==> src/rtl/uart_arb_pkg.sv <==
// Shared types and widths for the UART transmitter arbiter and its
// round-robin picker.
package uart_arb_pkg;

    localparam int BYTE_W = 8;
    localparam int CNT_W  = 8;

    typedef enum logic [0:0] {
        ARB_IDLE = 1'b0,
        ARB_OWN  = 1'b1
    } arb_state_e;

    // Counters stop at MAX_BURST / IDLE_TIMEOUT (both <= 255), so a plain increment never wraps.
    function automatic logic [CNT_W-1:0] cnt_inc(input logic [CNT_W-1:0] value);
        return value + CNT_W'(1);
    endfunction

endpackage

==> src/rtl/uart_tx_arbiter_rr_pick.sv <==
// Combinational round-robin picker: returns the first requester at or after
// rr_ptr+1, wrapping modulo NUM_REQ, as both one-hot and index.
module rr_pick
    import uart_arb_pkg::*;
#(
    parameter int NUM_REQ = 2,
    parameter int IDX_W   = 1
) (
    input  logic [NUM_REQ-1:0] req,
    input  logic [IDX_W-1:0]   rr_ptr,
    output logic [NUM_REQ-1:0] pick,
    output logic [IDX_W-1:0]   pick_idx,
    output logic               any_req
);

    logic [IDX_W:0]   sum_s;
    logic [IDX_W-1:0] cand_s;
    logic             hit_s;
    logic             found_s;

    assign any_req = |req;

    // Walk candidates in priority order; the first requesting one wins.
    always_comb begin
        pick     = {NUM_REQ{1'b0}};
        pick_idx = {IDX_W{1'b0}};
        sum_s    = {(IDX_W+1){1'b0}};
        cand_s   = {IDX_W{1'b0}};
        hit_s    = 1'b0;
        found_s  = 1'b0;
        for (int i = 1; i <= NUM_REQ; i++) begin
            sum_s  = {1'b0, rr_ptr} + (IDX_W+1)'(i);
            cand_s = (sum_s >= (IDX_W+1)'(NUM_REQ)) ?
                     IDX_W'(sum_s - (IDX_W+1)'(NUM_REQ)) : sum_s[IDX_W-1:0];
            hit_s            = req[cand_s] & ~found_s;
            pick[cand_s]     = pick[cand_s] | hit_s;
            pick_idx         = hit_s ? cand_s : pick_idx;
            found_s          = found_s | hit_s;
        end
    end

endmodule

==> src/rtl/uart_tx_arbiter.sv <==
// Round-robin arbiter sharing one UART transmitter among NUM_REQ byte streams;
// a grant lasts for a whole message. Define UART_TX_ARB_IDLE_RELEASE_EN to
// release an owner that stays idle for IDLE_TIMEOUT cycles.
module uart_tx_arbiter
    import uart_arb_pkg::*;
#(
    parameter int NUM_REQ      = 2,
    parameter int MAX_BURST    = 16,
    parameter int IDLE_TIMEOUT = 64
) (
    input  logic                      clk,
    input  logic                      rst_n,
    input  logic [NUM_REQ*BYTE_W-1:0] req_data,
    input  logic [NUM_REQ-1:0]        req_valid,
    input  logic [NUM_REQ-1:0]        req_last,
    output logic [NUM_REQ-1:0]        req_ready,
    output logic [BYTE_W-1:0]         tx_data,
    output logic                      tx_valid,
    input  logic                      tx_ready,
    output logic [NUM_REQ-1:0]        grant,
    output logic                      busy
);

    localparam int IDX_W = (NUM_REQ > 1) ? $clog2(NUM_REQ) : 1;

    if (NUM_REQ < 2 || NUM_REQ > 8 || MAX_BURST < 1 || MAX_BURST > 255 ||
        IDLE_TIMEOUT < 1 || IDLE_TIMEOUT > 255) begin : g_param_check
        $error("uart_tx_arbiter: parameter out of range");
    end

    arb_state_e          state_r, state_next_s;
    logic [NUM_REQ-1:0]  grant_r, grant_next_s;
    logic [IDX_W-1:0]    owner_r, owner_next_s;
    logic [IDX_W-1:0]    rr_ptr_r, rr_ptr_next_s;
    logic [CNT_W-1:0]    burst_cnt_r, burst_cnt_next_s;
    logic [CNT_W-1:0]    burst_inc_s;
    logic [BYTE_W-1:0]   byte_s [NUM_REQ];
    logic [NUM_REQ-1:0]  pick_s;
    logic [IDX_W-1:0]    pick_idx_s;
    logic                any_req_s;
    logic                own_valid_s;
    logic                own_last_s;
    logic                handshake_s;
    logic                idle_expire_s;

    for (genvar i = 0; i < NUM_REQ; i++) begin : g_bytes
        assign byte_s[i] = req_data[i*BYTE_W +: BYTE_W];
    end

    rr_pick #(
        .NUM_REQ (NUM_REQ),
        .IDX_W   (IDX_W)
    ) u_rr_pick (
        .req      (req_valid),
        .rr_ptr   (rr_ptr_r),
        .pick     (pick_s),
        .pick_idx (pick_idx_s),
        .any_req  (any_req_s)
    );

    // grant_r is all-zero outside OWN, so masking with it gates every output.
    assign own_valid_s = |(grant_r & req_valid);
    assign own_last_s  = |(grant_r & req_last);
    assign handshake_s = own_valid_s & tx_ready;
    assign burst_inc_s = cnt_inc(burst_cnt_r);

    assign tx_valid  = own_valid_s;
    assign req_ready = grant_r & {NUM_REQ{tx_ready}};
    assign grant     = grant_r;
    assign busy      = (state_r == ARB_OWN);

    // Data mux from the current owner; quiet zero while idle or in reset.
    always_comb begin
        tx_data = {BYTE_W{1'b0}};
        if (state_r == ARB_OWN) begin
            tx_data = byte_s[owner_r];
        end else begin
            tx_data = {BYTE_W{1'b0}};
        end
    end

`ifdef UART_TX_ARB_IDLE_RELEASE_EN
    logic [CNT_W-1:0] idle_cnt_r, idle_cnt_next_s;

    // Count consecutive owned cycles with the owner's valid low.
    always_comb begin
        idle_cnt_next_s = {CNT_W{1'b0}};
        idle_expire_s   = 1'b0;
        if (state_r == ARB_OWN && !own_valid_s) begin
            idle_expire_s   = (cnt_inc(idle_cnt_r) == CNT_W'(IDLE_TIMEOUT));
            idle_cnt_next_s = idle_expire_s ? {CNT_W{1'b0}} : cnt_inc(idle_cnt_r);
        end else begin
            idle_cnt_next_s = {CNT_W{1'b0}};
        end
    end

    // Idle counter register.
    always_ff @(posedge clk or negedge rst_n) begin
        if (!rst_n) begin
            idle_cnt_r <= {CNT_W{1'b0}};
        end else begin
            idle_cnt_r <= idle_cnt_next_s;
        end
    end
`else
    assign idle_expire_s = 1'b0;
`endif

    // Next grant/control state; a release always passes through one IDLE cycle.
    always_comb begin
        state_next_s     = state_r;
        grant_next_s     = grant_r;
        owner_next_s     = owner_r;
        rr_ptr_next_s    = rr_ptr_r;
        burst_cnt_next_s = burst_cnt_r;
        case (state_r)
            ARB_IDLE: begin
                burst_cnt_next_s = {CNT_W{1'b0}};
                if (any_req_s) begin
                    state_next_s = ARB_OWN;
                    grant_next_s = pick_s;
                    owner_next_s = pick_idx_s;
                end else begin
                    state_next_s = ARB_IDLE;
                    grant_next_s = {NUM_REQ{1'b0}};
                end
            end
            ARB_OWN: begin
                if (handshake_s) begin
                    burst_cnt_next_s = burst_inc_s;
                    if (own_last_s || burst_inc_s == CNT_W'(MAX_BURST)) begin
                        state_next_s     = ARB_IDLE;
                        grant_next_s     = {NUM_REQ{1'b0}};
                        rr_ptr_next_s    = owner_r;
                        burst_cnt_next_s = {CNT_W{1'b0}};
                    end else begin
                        state_next_s = ARB_OWN;
                    end
                end else if (idle_expire_s) begin
                    state_next_s     = ARB_IDLE;
                    grant_next_s     = {NUM_REQ{1'b0}};
                    rr_ptr_next_s    = owner_r;
                    burst_cnt_next_s = {CNT_W{1'b0}};
                end else begin
                    state_next_s = ARB_OWN;
                end
            end
            default: begin
                state_next_s     = ARB_IDLE;
                grant_next_s     = {NUM_REQ{1'b0}};
                burst_cnt_next_s = {CNT_W{1'b0}};
            end
        endcase
    end

    // Grant and control registers; reset leaves requester 0 at top priority.
    always_ff @(posedge clk or negedge rst_n) begin
        if (!rst_n) begin
            state_r     <= ARB_IDLE;
            grant_r     <= {NUM_REQ{1'b0}};
            owner_r     <= {IDX_W{1'b0}};
            rr_ptr_r    <= IDX_W'(NUM_REQ - 1);
            burst_cnt_r <= {CNT_W{1'b0}};
        end else begin
            state_r     <= state_next_s;
            grant_r     <= grant_next_s;
            owner_r     <= owner_next_s;
            rr_ptr_r    <= rr_ptr_next_s;
            burst_cnt_r <= burst_cnt_next_s;
        end
    end

endmodule
==> config.mk <==
export PLATFORM = sky130hd
export DESIGN_NAME = uart_tx_arbiter
export DESIGN_NICKNAME = d
export VERILOG_FILES = /design/src/rtl/uart_arb_pkg.sv /design/src/rtl/uart_tx_arbiter_rr_pick.sv /design/src/rtl/uart_tx_arbiter.sv
export SDC_FILE = /design/constraint.sdc
export NUM_CORES = 1
export LEC_CHECK = 0
export ABC_AREA = 1
export BUFFER_PORTS_ARGS = -buffer_cell sky130_fd_sc_hd__buf_2
export CORE_MARGIN = 2
export CORE_UTILIZATION = 45
export DETAILED_ROUTE_END_ITERATION = 6
export GPL_TIMING_DRIVEN = 0
export PLACE_DENSITY_LB_ADDON = 0.08
export SLEW_MARGIN = 20
export SYNTH_ARGS = -nofsm -noshare
export SYNTH_HDL_FRONTEND = slang
export SYNTH_SLANG_ARGS = --single-unit
export TNS_END_PERCENT = 30
==> constraint.sdc <==
create_clock -name clk -period 1.6 [get_ports clk]
set_input_delay 0.08 -clock clk [delete_from_list [all_inputs] [get_ports clk]]
set_output_delay 0.08 -clock clk [all_outputs]
set_load 0.01 [all_outputs]
======== Word-level counts from Yosys, hierarchy flattened ========
Index checks and enable logic that the tools add are counted.
storage, ports and cells
  memories kept ........................... 0
  output and inout bits ................... 14
  RAM bits ................................ 0
  latch bits .............................. 0
  ROM bits ................................ 0
  input bits .............................. 23
  flip-flop bits (word level) ............. 13
operators by class
  reduce and logical (&&, ||, !) cells .... 9
  $mul .................................... 0
  magnitude comparators ................... 7
  bitwise logic cells ..................... 11
  add/sub/neg operators ................... 5
  equal/unequal tests ..................... 3
  shift-type cells ........................ 0
  mux-type cells .......................... 31
  divide/modulo/power cells ............... 0
operators by type and width
  cell                                                                          number
  8-bit two-way mux                                                             6
  1-bit two-way mux                                                             16
  8-bit one-hot mux with 2 select lines                                         1
  8-bit by 1-bit adder with 8-bit output, second input constant                 1
  2-bit AND                                                                     4
  8-bit by 5-bit equality test with 1-bit output, second input constant         1
  2-bit >= comparator, second input constant                                    3
  2-bit two-way mux                                                             3
  2-bit OR reduction                                                            3
  1-bit by 2-bit less-than comparator with 1-bit output, second input constant  2
  2-bit by 1-bit != test with 1-bit output, second input constant               2
  2-bit one-hot mux with 2 select lines                                         1
  2-bit AND reduction                                                           2
  3-bit AND reduction                                                           1
  1-bit by 1-bit adder with 2-bit output, second input constant                 1
  1-bit by 2-bit adder with 2-bit output, second input constant                 1
  1-bit AND                                                                     2
  2-bit bitwise mux                                                             1
  1-bit demux with 1-bit select                                                 2
  1-bit >= comparator, second input constant                                    2
  1-bit logical AND                                                             2
  1-bit NOT                                                                     2
  1-bit NOT with 2-bit output                                                   1
  1-bit bitwise OR                                                              2
  3 further kinds                                                               4

======== Logic depth before layout (Yosys ltp) ========
Gate-level depths: netlist (run 1).
  word-level depth ........................ 14
  depth in mapped cells ................... 11
  depth with buffers taken out ............ 11

======== Hierarchy ========
From an unflattened synthesis (run 1), not the netlist that was laid out.
unflattened totals
  cell total of the unflattened synthesis .. 141
  area total of the unflattened synthesis .. 945.9 um^2
modules (own cells, without submodules)
  module           instances  cells an instance  area each (um^2)
  uart_tx_arbiter  1          134                914.6
  rr_pick          1          7                  31.3

======== Worst setup path before layout (run 1) ========
OpenSTA, ideal clock, no wires.
  kind .................................... register -> register
  start point ............................. register burst_cnt_r[0]
  end point ............................... register grant_r[0], in the netlist grant[0]
  required time ........................... 1.479 ns
  stages on the path, launching flop included .. 11
  path slack .............................. 0.144 ns
  path buffers ............................ 0
  clock period less this slack ............ 1.456 ns
  setup time .............................. 0.121 ns
  data arrival time ....................... 1.335 ns
  cells stage by stage .................... dfrtp_1 ha_1 nand3_2 o21ai_1 nand2_1 nor2_2 nand3_2 nand3_2 nand2_2 nand2_1 nand2_1
on the way
  word-level cells in the longest chain between the ends .. 5
RTL lines
  element                                                    line                    text
  start, declared                                            uart_tx_arbiter.sv:35   logic [CNT_W-1:0] burst_cnt_r, burst_cnt_next_s;
  start signal, assigned                                     uart_tx_arbiter.sv:163  burst_cnt_r <= {CNT_W{1'b0}};
  start signal, assigned                                     uart_tx_arbiter.sv:169  burst_cnt_r <= burst_cnt_next_s;
  8-bit by 1-bit adder with 8-bit output                     uart_arb_pkg.sv:15      return value + CNT_W'(1);
  8-bit by 5-bit equality test with 1-bit output             uart_tx_arbiter.sv:131  if (own_last_s || burst_inc_s == CNT_W'(MAX_BURST)) begin
  1-bit logical OR                                           uart_tx_arbiter.sv:131
  2-bit by 1-bit != test with 1-bit output (no source line)  --
  2-bit AND reduction (no source line)                       --
  end signal, assigned                                       uart_tx_arbiter.sv:160  grant_r <= {NUM_REQ{1'b0}};
  end signal, assigned                                       uart_tx_arbiter.sv:166  grant_r <= grant_next_s;
  end, declared                                              uart_tx_arbiter.sv:32   logic [NUM_REQ-1:0] grant_r, grant_next_s;
No other way between the ends.
A chain may end at the register's enable or synchronous reset.

======== Final worst setup path (run 1) ========
Same ends and word-level chain as after synthesis.

==> results.sh, run 1 <==
export IMPL_finClkSkew_ps=3.84
export IMPL_gp_congestion=0.842
export IMPL_holdPathStages=3
export IMPL_io_pins=37
export IMPL_num_nets_final=203
export IMPL_maxCapViolations=0
export IMPL_dp_hpwl_mm=1.68
export IMPL_numPortBuffers=36
export IMPL_start_util_pct=46.3
export IMPL_drt_total_wl_mm=2.44
export IMPL_die_width_um=48.2
export IMPL_antenna_left=0
export IMPL_root_buffer="clkbuf_4"
export IMPL_violations="negative setup slack"
export IMPL_yosysMostFrequentCell="nand2_1"
export IMPL_clk_path_buf_depth=2
export IMPL_setup_viol=2
export IMPL_power_frac_clock_pct=12.5
export IMPL_synth_seq_area_share_pct=37.1
export IMPL_finalCritPeriodShare_pct=101
export IMPL_seqPwrFrac_pct=33.1
export IMPL_antenna_found_initial=0
export IMPL_first_pass_iters=4
export IMPL_power_frac_comb_pct=54.4
export IMPL_rr_worst_depth=11
export IMPL_die_y_um=48.2
export IMPL_drive_gt1_share_pct=41.6
export IMPL_cts_buffers=3
export IMPL_crit_top_cell="nand2_1"
export IMPL_p_leak_nw=0.668
export IMPL_grt_pass1_vias=746
export IMPL_rows=16
export IMPL_synthTopCellsByArea="dfrtp_1 34%, nand2_1 17%, nor2_1 8.9%, nand3_1 5.7%, o21ai_0 5.1%"
export IMPL_synth_top_cell_by_area="dfrtp_1"
export IMPL_ys_async_sr_fraction_pct=100
export IMPL_antenna_cells=0
export IMPL_path_class="reg2reg"
export IMPL_crit_required_ps=1770
export IMPL_path_max_fanout=5
export IMPL_internal_power_mw=0.891
export IMPL_rsz0062_at_grt="yes"
export IMPL_synth_cell_types=24
export IMPL_worst_path_max_delay_cell="dfrtp_1"
export IMPL_yosys_warnings=0
export IMPL_fmax_mhz=621
export IMPL_synthesis_area_sq_um=881
export IMPL_synth_edf_count=0
export IMPL_clk_insertion_delay_late_ps=280
export IMPL_max_slew_margin_rel_pct=65.5
export IMPL_clkSlewWorstSetupHoldPaths_ps=80
export IMPL_syn_inst=131
export IMPL_drtIter0Drc=20
export IMPL_synth_seq_cells=13
export IMPL_vias_per_cell=4.97
export IMPL_syn2layout_area_growth_pct=46.2
export IMPL_arrival_ps=1780
export IMPL_synth_top_flop_cell="dfrtp_1"
export IMPL_synth_top_cell_area_share_pct=34.1
export IMPL_worst_pin_slew_ps=515
export IMPL_ir_drop_uv=812
export IMPL_cts_tree="built"
export IMPL_grt_max_degree=14
export IMPL_hold_viol=0
export IMPL_dieArea_sq_um=2330
export IMPL_grt_pass1_wl_mm=3.22
export IMPL_worstPathCellList="buf_4 -> inv_1 -> nor2_4 -> nand2_1 -> nand3_1 -> nor2_2 -> nand3_4 -> nand3_4 -> nand2_2 -> nand2_1 -> nand2_1"
export IMPL_layout_setup_ws_ps=-10.9
export IMPL_status="finished, violations left"
export IMPL_synth_common_cells="39 x nand2_1, 21 x nor2_1, 12 x dfrtp_1, 12 x inv_1, 10 x nand3_1"
export IMPL_netSwitchingPower_mw=0.792
export IMPL_grt_use_total_pct=20.4
export IMPL_cp_slowest_stage_delay_ps=420
export IMPL_wl_per_cell_um=11.9
export IMPL_p_per_area_nw_per_um2=1310
export IMPL_period_needed_ps=1610
export IMPL_end_kind="register"
export IMPL_syn_avg_cell_area_sq_um=6.72
export IMPL_clock_sinks=13
export IMPL_whs_ps=98.8
export IMPL_gr_total_overflow=0
export IMPL_drc=0
export IMPL_htreeDepth=1
export IMPL_vias=1018
export IMPL_hold_class="in2reg"
export IMPL_synth_nets=155
export IMPL_start_kind="register"
export IMPL_finalSetupTns_ps=-12.7
export IMPL_p_sw_share_pct=47.0
export IMPL_coreArea_sq_um=1900
export IMPL_slew_violations=0
metrics by stage:
stage / power [mW] / util [%] / std cells / cell area [sq um] / setup slack (ps)
floorplan: 1.03 / - / 131 / 881 / 144
global placement: 1.30 / 57.6 / 194 / 1090 / -9.25
detailed placement: 1.32 / 57.6 / 194 / 1090 / -79.0
CTS: 1.59 / 60.9 / 202 / 1160 / 31.3
global route: 1.84 / 67.7 / 205 / 1290 / -101
finish: 1.68 / 67.7 / 205 / 1290 / -10.9
sequential cells by signal, summed over array words and instances (netlist names):
name and flops:
burst_cnt_r 8, grant 2, busy 1, owner_r 1, rr_ptr_r 1
what timing repair did:
| action | CTS | global route |
|---|---|---|
| pin swaps | 0 | 10 |
| setup buffers | 3 | 4 |
| resized for setup | 2 | 23 |
| hold buffers | 1 | 0 |
| hold endpoints to repair | 13 | 0 |
| setup endpoints to repair | 18 | 20 |
power by group through the flow:
stage          Combinational [mW]  Clock [mW]  Sequential [mW]
4_1_cts                     0.873       0.213            0.499
5_1_grt                      1.04       0.233            0.572
3_5_place_dp                0.800           0            0.521
2_1_floorplan               0.513           0            0.519
3_3_place_gp                0.780           0            0.515
6_report                    0.916       0.210            0.558
layout by cell type, fill, tap and decap left out, types with 2 or more instances in the layout:
cell type  instances
a22o_1             2
buf_2             36
buf_4              6
clkbuf_4           3
dfrtp_1           11
inv_1             12
nand2_1           34
nand2_2            8
nand2_4            2
nand3_1            9
nand3_4            4
nor2_1            18
nor2_2             3
nor2_4             2
o21ai_0            9
o21ai_2            2
critical path, delay by kind of cell, from the launching register on:
kind          cells  cell delay, ps
simple gates      9             790
flops             1             420
buf+inv           2             280
path summary, 6_finish.rpt:
| check | startpoint | to | slack (ps) |
|---|---|---|---|
| setup / recovery | burst_cnt_r[0] | grant[0] | -10 |
| min in group asynchronous | rst_n | burst_cnt_r[6] | 220 |
| max in group asynchronous | rst_n | rr_ptr_r | 1090 |
| hold / removal | req_valid[0] | grant[0] | 100 |
| hold reg to reg | rr_ptr_r | rr_ptr_r | 490 |
| setup reg to reg | burst_cnt_r[0] | grant[0] | -10 |
layout make-up:
cell class / count / area, sq um
Tap cell: 27 / 33.8
Clock buffer: 4 / 26.3
Buffer: 1 / 5.00
Inverter: 14 / 56.3
Timing Repair Buffer: 44 / 246
Multi-Input combinational cell: 102 / 592
Sequential cell: 13 / 328
Fill cell: 145 / 614
cell families (layout without fill, tap and decap cells):
group | Yosys count | in the layout | share of synthesized area (%)
buffers and inverters | 16 | 63 | 6.96
XOR/XNOR | 2 | 2 | 1.99
flip-flops | 13 | 13 | 37.1
AO/OA/AOI/OAI | 17 | 17 | 11.4
AND/OR/NAND/NOR | 82 | 82 | 41.2
adder cells (fa/ha/maj) | 1 | 1 | 1.42
per-layer routing:
layer	GRT usage [%]	up-vias	wire (um)
met1	27.3	458	1050
met2	31.1	42	1200
met4	9.73	0	31
met3	4.44	4	166
li1	-	514	-
met5	0	-	0
(Power assumes the default switching activity.)
==> inputs of run 2 (changes only) <==
--- a/config.mk
+++ b/config.mk
@@ -12,6 +12,7 @@
 export DETAILED_ROUTE_END_ITERATION = 6
 export GPL_TIMING_DRIVEN = 0
 export PLACE_DENSITY_LB_ADDON = 0.08
+export SETUP_SLACK_MARGIN = 0.1
 export SLEW_MARGIN = 20
 export SYNTH_ARGS = -nofsm -noshare
 export SYNTH_HDL_FRONTEND = slang
==> run 2 against run 1 <==
Compared with the run above:
- the flow now finishes without violations
- core utilization is 2.6 points lower
- non-clock buffer count stayed put
- setup slack better by 16 ps
- cell count stayed put
- count of clock-buffer cells in the layout stayed put
- power is 1.1% lower
- clock skew hardly changed
- global-route usage is 0.38 points higher
- critical path depth is 1 lower
- critical path type unchanged
- highest routed layer unchanged
==> results.sh, run 2 (same netlist as run 1, synthesis figures left out) <==
export IMPL_max_slew_margin_rel_pct=63.8
export IMPL_dieArea_sq_um=2330
export IMPL_p_per_area_nw_per_um2=1350
export IMPL_r2r_slack_ps=5
export IMPL_power_mw=1.66
export IMPL_crit_required_ps=1770
export IMPL_grt_max_degree=14
export IMPL_cts_buffers=3
export IMPL_p_leak_nw=0.647
export IMPL_worst_pin_slew_ps=541
export IMPL_clock_sinks=13
export IMPL_drc=0
export IMPL_cts_tree="built"
export IMPL_start_util_pct=46.3
export IMPL_hp_start="req_valid[0]"
export IMPL_top_register="burst_cnt_r"
export IMPL_final_area_sq_um=1240
export IMPL_num_nets_final=203
export IMPL_rows=16
export IMPL_gp_congestion=0.842
export IMPL_gr_total_overflow=0
export IMPL_min_to="grant[0]"
export IMPL_first_pass_iters=4
export IMPL_drtIter0Drc=39
export IMPL_slew_violations=0
export IMPL_end_kind="register"
export IMPL_vias_per_cell=4.96
export IMPL_grt_use_total_pct=20.7
export IMPL_grt_pass1_vias=757
export IMPL_syn2layout_area_growth_pct=40.5
export IMPL_clkSlewWorstSetupHoldPaths_ps=80
export IMPL_maxCapViolations=0
export IMPL_finClkSkew_ps=3.98
export IMPL_start_kind="register"
export IMPL_dp_hpwl_mm=1.68
export IMPL_coreArea_sq_um=1900
export IMPL_rr_worst_depth=10
export IMPL_antenna_cells=0
export IMPL_numPortBuffers=36
export IMPL_period_needed_ps=1600
export IMPL_fmax_mhz=627
export IMPL_clk_path_buf_depth=2
export IMPL_r2r_start="burst_cnt_r[1]"
export IMPL_die_width_um=48.2
export IMPL_wl_per_cell_um=11.3
export IMPL_antenna_found_initial=0
export IMPL_antenna_left=0
export IMPL_hold_class="in2reg"
export IMPL_finalCritPeriodShare_pct=99.7
export IMPL_r2r_end="burst_cnt_r[7]"
export IMPL_clk_insertion_delay_late_ps=280
export IMPL_holdPathStages=3
export IMPL_status="finished, final reports clean"
export IMPL_io_pins=37
export IMPL_path_class="reg2reg"
export IMPL_ir_drop_uv=880
export IMPL_final_common_cell="buf_2"
export IMPL_rsz0062_at_grt="yes"
export IMPL_hold_viol=0
export IMPL_vias=1016
export IMPL_grt_pass1_wl_mm=3.28
export IMPL_final_cell_mix="36 x buf_2, 35 x nand2_1, 20 x nor2_1"
export IMPL_htreeDepth=1
export IMPL_die_y_um=48.2
export IMPL_drt_total_wl_mm=2.31
export IMPL_place_area_sq_um=1090
export IMPL_root_buffer="clkbuf_4"
export IMPL_arrival_ps=1770
export IMPL_largest_register_ffs=8
export IMPL_drive_gt1_share_pct=40.4
export IMPL_nFillCells=159
export IMPL_setup_viol=0
export IMPL_startpoint="burst_cnt_r[1]"
export IMPL_path_max_fanout=5
-- run 2: changes by cell type in the layout (fill, tap and decap cells not counted), sizes merged --
cell / delta
buf: -1
clkbuf: +1
clkinv: -1
inv: +1
-- run 2: what timing repair did --
item / in CTS / in global routing
hold buffers: 1 / 0
resized for setup: 5 / 13
buffers inserted: 4 / 2
endpoints found under the setup margin: 20 / 14
hold endpoints to repair: 13 / 0
pin swaps: 4 / 7
-- run 2: power breakdown --
part	internal (mW)	leakage (nW)	switching, mW
Combinational	0.371	0.467	0.574
Clock	0.0966	0.0150	0.108
Sequential	0.425	0.165	0.0901
Total	0.892	0.647	0.772
-- run 2: area by class of cell --
| class | count | area (sq um) | area share [%] |
|---|---|---|---|
| inverters | 14 | 57.6 | 4.65 |
| well taps | 27 | 33.8 | 2.73 |
| repair buffers | 43 | 235 | 19.0 |
| multi-input cells | 102 | 547 | 44.2 |
| clock buffers | 4 | 26.3 | 2.12 |
| flip-flops and latches | 13 | 328 | 26.5 |
| plain buffers | 2 | 10.0 | 0.809 |
-- run 2: worst max path at each step --
| stage | end |
|---|---|
| after global placement | grant[0] |
| final | burst_cnt_r[7] |
| after detailed placement | grant[0] |
| after floorplan | grant[0] |
| after CTS | burst_cnt_r[6] |
| after global routing | rr_ptr_r |
-- run 2: critical path, cell delays in order (launching register included) --
cell and delay [ps]:
dfrtp_1 370, ha_2 220, nand3_4 100, o21ai_2 160
nand2_2 80, nor2_2 130, nand3_2 120, nand2_2 140
inv_4 60, nand3_1 60, nand2_1 50
-- run 2: layer usage --
layer,global-route usage [%],wire (um),up-vias
met5,0,0,-
met2,32.6,1100,34
met1,27.1,1050,461
li1,-,-,517
met3,4.44,131,4
met4,9.73,28,0
-- run 2: per-stage QoR --
stage | std cells | hold WS (ps) | util [%] | setup TNS (ps) | worst slack, ps
5_1_grt | 205 | 103 | 65.1 | -555 | -79.1
6_report | 205 | 103 | 65.1 | 0 | 4.76
4_1_cts | 203 | 98.8 | 62.0 | 0 | 53.1
3_3_place_gp | 194 | -16.9 | 57.6 | -14.8 | -9.25
3_5_place_dp | 194 | -13.7 | 57.6 | -347 | -79.0
2_1_floorplan | 131 | -216 | - | 0 | 144
